## config.mk

```make
export PLATFORM = sky130hd
export DESIGN_NAME = param_counter
export DESIGN_NICKNAME = d
export VERILOG_FILES = /design/src/rtl/param_counter.sv
export SDC_FILE = /design/constraint.sdc
export NUM_CORES = 1
export LEC_CHECK = 0
export CORE_MARGIN = 10
export CORE_UTILIZATION = 45
export CTS_BUF_LIST = sky130_fd_sc_hd__clkbuf_16
export DETAILED_ROUTE_END_ITERATION = 8
export DONT_BUFFER_PORTS = 1
export HOLD_SLACK_MARGIN = 0.02
export PLACE_DENSITY = 0.72
export SYNTH_ARGS = -nofsm -noshare
export SYNTH_HDL_FRONTEND = slang
export SYNTH_SLANG_ARGS = --single-unit
export TNS_END_PERCENT = 10
```

## constraint.sdc

```tcl
create_clock -name clk -period 1.9 [get_ports clk]
set_clock_uncertainty 0.05 [all_clocks]
set_input_delay 0.475 -clock clk [delete_from_list [all_inputs] [get_ports clk]]
set_output_delay 0.475 -clock clk [all_outputs]
set_load 0.01 [all_outputs]
```

## src/rtl/param_counter.sv

```systemverilog
// Parametrised up/down event counter with clear, load, wrap/one-shot modes and a terminal-count pulse.
// Optional prescaler enabled by defining COUNTER_PRESCALE_EN.
module param_counter #(
  parameter int unsigned WIDTH     = 4,
  parameter int unsigned MAX_COUNT = 15,
  parameter int unsigned PRESCALE  = 1
) (
  input  logic             clk,
  input  logic             rst_tb,
  input  logic             enable,
  input  logic             clear,
  input  logic             load,
  input  logic [WIDTH-1:0] load_val,
  input  logic             dir,
  input  logic             oneshot,
  output logic [WIDTH-1:0] out,
  output logic             done,
  output logic             busy
);

  localparam logic [WIDTH-1:0] MAX_V = WIDTH'(MAX_COUNT);

  // Elaboration-time parameter legality checks
  if (WIDTH < 1 || WIDTH > 32) begin : g_bad_width
    $error("param_counter: WIDTH must be in 1..32");
  end
  if (64'(MAX_COUNT) > ((64'(1) << WIDTH) - 64'(1))) begin : g_bad_max
    $error("param_counter: MAX_COUNT exceeds 2**WIDTH-1");
  end
  if (PRESCALE < 1 || PRESCALE > 65535) begin : g_bad_prescale
    $error("param_counter: PRESCALE must be in 1..65535");
  end

  typedef enum logic [1:0] {
    S_IDLE = 2'd0,
    S_RUN  = 2'd1,
    S_STOP = 2'd2
  } state_t;

  state_t           r_state;
  logic             w_tick;
  logic             w_step;
  logic [WIDTH-1:0] w_next;
  logic [WIDTH-1:0] w_term;
  logic             w_arrive;
  logic [WIDTH-1:0] w_load_sat;

`ifdef COUNTER_PRESCALE_EN
  logic [15:0] r_pre;

  assign w_tick = (r_pre == 16'(PRESCALE - 1));

  // Prescaler phase: advances on enabled edges, cleared by clear/load
  always_ff @(posedge clk or negedge rst_tb) begin
    if (!rst_tb) begin
      r_pre <= '0;
    end else if (clear || load) begin
      r_pre <= '0;
    end else if (enable && (r_state != S_STOP)) begin
      r_pre <= w_tick ? 16'd0 : r_pre + 16'd1;
    end
  end
`else
  assign w_tick = 1'b1;
`endif

  assign w_step     = enable && (r_state != S_STOP) && w_tick;
  assign w_term     = dir ? MAX_V : '0;
  assign w_load_sat = (load_val > MAX_V) ? MAX_V : load_val;
  assign w_arrive   = (w_next == w_term);

  // Next count value for a step, modulo MAX_COUNT+1, holding at the end in one-shot
  always_comb begin
    w_next = out;
    if (dir) begin
      if (out == MAX_V) w_next = oneshot ? out : '0;
      else              w_next = out + WIDTH'(1);
    end else begin
      if (out == '0)    w_next = oneshot ? out : MAX_V;
      else              w_next = out - WIDTH'(1);
    end
  end

  // Control FSM with registered count, done pulse and busy flag
  always_ff @(posedge clk or negedge rst_tb) begin
    if (!rst_tb) begin
      r_state <= S_IDLE;
      out     <= '0;
      done    <= 1'b0;
      busy    <= 1'b0;
    end else if (clear) begin
      r_state <= S_IDLE;
      out     <= '0;
      done    <= 1'b0;
      busy    <= 1'b0;
    end else if (load) begin
      r_state <= S_IDLE;
      out     <= w_load_sat;
      done    <= 1'b0;
      busy    <= 1'b0;
    end else if (w_step) begin
      out  <= w_next;
      done <= w_arrive;
      if (w_arrive && oneshot) begin
        r_state <= S_STOP;
        busy    <= 1'b0;
      end else begin
        r_state <= S_RUN;
        busy    <= 1'b1;
      end
    end else begin
      done <= 1'b0;
    end
  end

endmodule

```

==> impl_metrics.yaml <==
status:
  status: "finished, final reports clean"
cts:
  root_buffer: "clkbuf_16"
  cts_made_buffers: 3
  cts.sinks: 7
  clock_latency_ns: 0.23
  tritoncts: "built"
  clock_path_buffers: 2
  path_clk_slew_ns: 0.04
  ctsHtreeMaxLevel: 1
global_routing:
  grt.total_usage_pct: 11.7
  grt_overflow_total: 0
  grt_first_pass_wirelength_mm: 3.22
  grt_pass1_vias: 680
  antenna_found_initial: 0
  grt_max_degree: 14
logic_synthesis:
  syn_area_per_cell_sq_um: 8.01
  async_flop_share_pct: 100
  yosysWarnings: 0
  synth_xor_area_share_pct: 2.51
  synth_area_leaders: "dfrtp_1 25%, a21oi_1 5.0%, nand2_1 3.8%, ha_1 3.6%, nand3_1 3.6%"
  syn_nets: 100
  synthMuxAreaShare_pct: 2.87
  yosys.area_share.simple_pct: 25.5
  synth_enable_flop_cells: 0
  syn-instance-count: 87
  synth_top_family_by_area: "compound AO/OA/AOI/OAI gates"
  synth-compound-area-share_pct: 30.5
  synth.cell_area_sq_um: 697
  seq_area_frac_synth_pct: 25.1
  synthFlopType: "dfrtp_1"
  yosys.area_share.adder_pct: 3.59
  ys_types: 41
  ys_ff_latch: 7
  synth_top_cell_area_share_pct: 25.1
  synthTopCellsByCount: "7 x a21oi_1, 7 x dfrtp_1, 7 x nand2_1"
  synth_area_leader_cell: "dfrtp_1"
placement:
  dpl_cell_area_sq_um: 742
  hpwl_mm: 1.48
  port_buffers: 0
  gp_congestion: 0.868
  post-place-cells: 104
setup_path:
  reg2reg_slack_ns: 0.11
  worstSetupStartpointType: "register"
  crit_end: "r_state[0]"
  r2r_end: "r_state[0]"
  worst_r2r_path_depth: 7
  r2r-start: "out[0]"
  cp-startpoint: "out[0]"
  cp.arrival_ns: 1.90
  path_class: "reg -> reg"
  endpoint_kind: "register"
  cp_max_fo: 4
  cp.required_ns: 2.01
floorplan:
  die_y_um: 59.4
  die_w_um: 59.4
  die_area_sq_um: 3520
  coreArea_sq_um: 1490
  initial_core_util_pct: 46.8
  ios: 17
  num_rows: 14
finish:
  fin_nets: 110
  postLayoutCellArea_sq_um: 866
  final_layout_size_suffix_gt1_share_pct: 24.0
  antenna-diode-count: 0
  post-route-util_pct: 58.2
  stdcell_count: 112
  area_growth_pct: 24.2
sta:
  finalMaxSlewViolations: 0
  report.final.hold_viol_count: 0
  worst_pin_slew_ns: 0.507
  finalCritPeriodShare_pct: 94.1
  max_freq_mhz: 559
  rsz0062_at_grt: "yes"
  finalCriticalPeriod_ns: 1.79
  hold_ws_ns: 0.264
  fin_tns_setup_ns: 0
  max_slew_margin_pct: 66.0
  final-setup-viol-count: 0
drt:
  antenna_left: 0
  routed_wl_mm: 1.97
  via_per_inst: 6.54
  wl_per_cell_um: 17.6
  drc: 0
  vias: 733
  drtIter0Drc: 18
  first_pass_iters: 4
pwr:
  p_leak_nw: 0.341
  power_density_nw_per_um2: 837
  ir_drop_uv: 561
job:
  drv_cap: 0
worst_hold_path:
  worstHoldPathType: "in -> reg"
  min_from: "clear"
-- flip-flops by register name, summed over array words and instances (netlist names) --
| name | count |
|---|---|
| done | 1 |
| out | 4 |
| r_state | 2 |
-- logic make-up (layout without fill, tap and decap cells) --
group | Yosys count | after routing
AOI/OAI and AO/OA | 32 | 32
and+or+nand+nor | 30 | 30
DFF | 7 | 7
xor gates and xnor gates | 2 | 2
muxes | 2 | 2
buffers and inverters | 12 | 21
adders and majority gates | 2 | 2
-- where the power goes --
group	switching, mW	total [mW]	internal (mW)	leakage [nW]
Sequential	0.0195	0.179	0.159	0.0904
Combinational	0.0937	0.189	0.0956	0.208
Clock	0.0822	0.356	0.274	0.0423
Total	0.195	0.724	0.529	0.341
-- cell usage in the layout, fill, tap and decap left out, drive strengths merged, types with 2 or more instances in the layout --
master	instances
a21oi	7
a31oi	3
buf	11
clkbuf	3
dfrtp	7
ha	2
inv	6
mux2i	2
nand2	7
nand2b	2
nand3	5
nor2	5
nor2b	2
nor3b	2
o211ai	2
o21ai	6
o22ai	2
o311ai	2
o32ai	2
-- how the worst min path moves through the flow --
stage                     slack [ns]  cells after the start    endpoint
final                           0.26                      1      out[1]
after global routing            0.26                      1      out[1]
after global placement          0.13                      0      out[3]
after detailed placement        0.13                      0  r_state[1]
after CTS                       0.26                      1      out[1]
after floorplan                 0.13                      0        done
-- what timing repair did --
action | in CTS | in global routing
endpoints found under the hold margin | 7 | 0
setup endpoints to repair | 1 | 4
setup buffers | 0 | 3
hold buffers | 1 | 0
gates resized for setup | 1 | 4
pin swaps | 0 | 3
-- final cells by class --
| cell class | instances | area, sq um |
|---|---|---|
| Clock inverter | 1 | 3.75 |
| Sequential cell | 7 | 178 |
| Fill cell | 136 | 623 |
| Tap cell | 16 | 20.0 |
| Inverter | 5 | 21.3 |
| Timing Repair Buffer | 12 | 92.6 |
| Clock buffer | 3 | 75.1 |
| Multi-Input combinational cell | 68 | 475 |
-- metrics by stage --
step / setup slack, ns / power [mW]
floorplan: -0.0160 / 0.317
global placement: 0.139 / 0.341
detailed placement: 0.0282 / 0.345
CTS: 0.00432 / 0.712
global route: -0.0303 / 0.763
finish: 0.112 / 0.724
-- per-layer routing --
metal  GRT usage, %  wire length (um)
met1           15.0               853
met2           16.5               890
met3           3.86               179
met4           6.56                50
met5              0                 0
-- critical path, stage by stage, from the launching register on --
cell and delay, ns:
dfrtp_2 0.43, inv_4 0.08, ha_4 0.12, nor3b_4 0.23, mux2i_2 0.30, nor4_2 0.08
a31oi_2 0.20, o221a_1 0.22
Power figures use the tool's default switching activity.
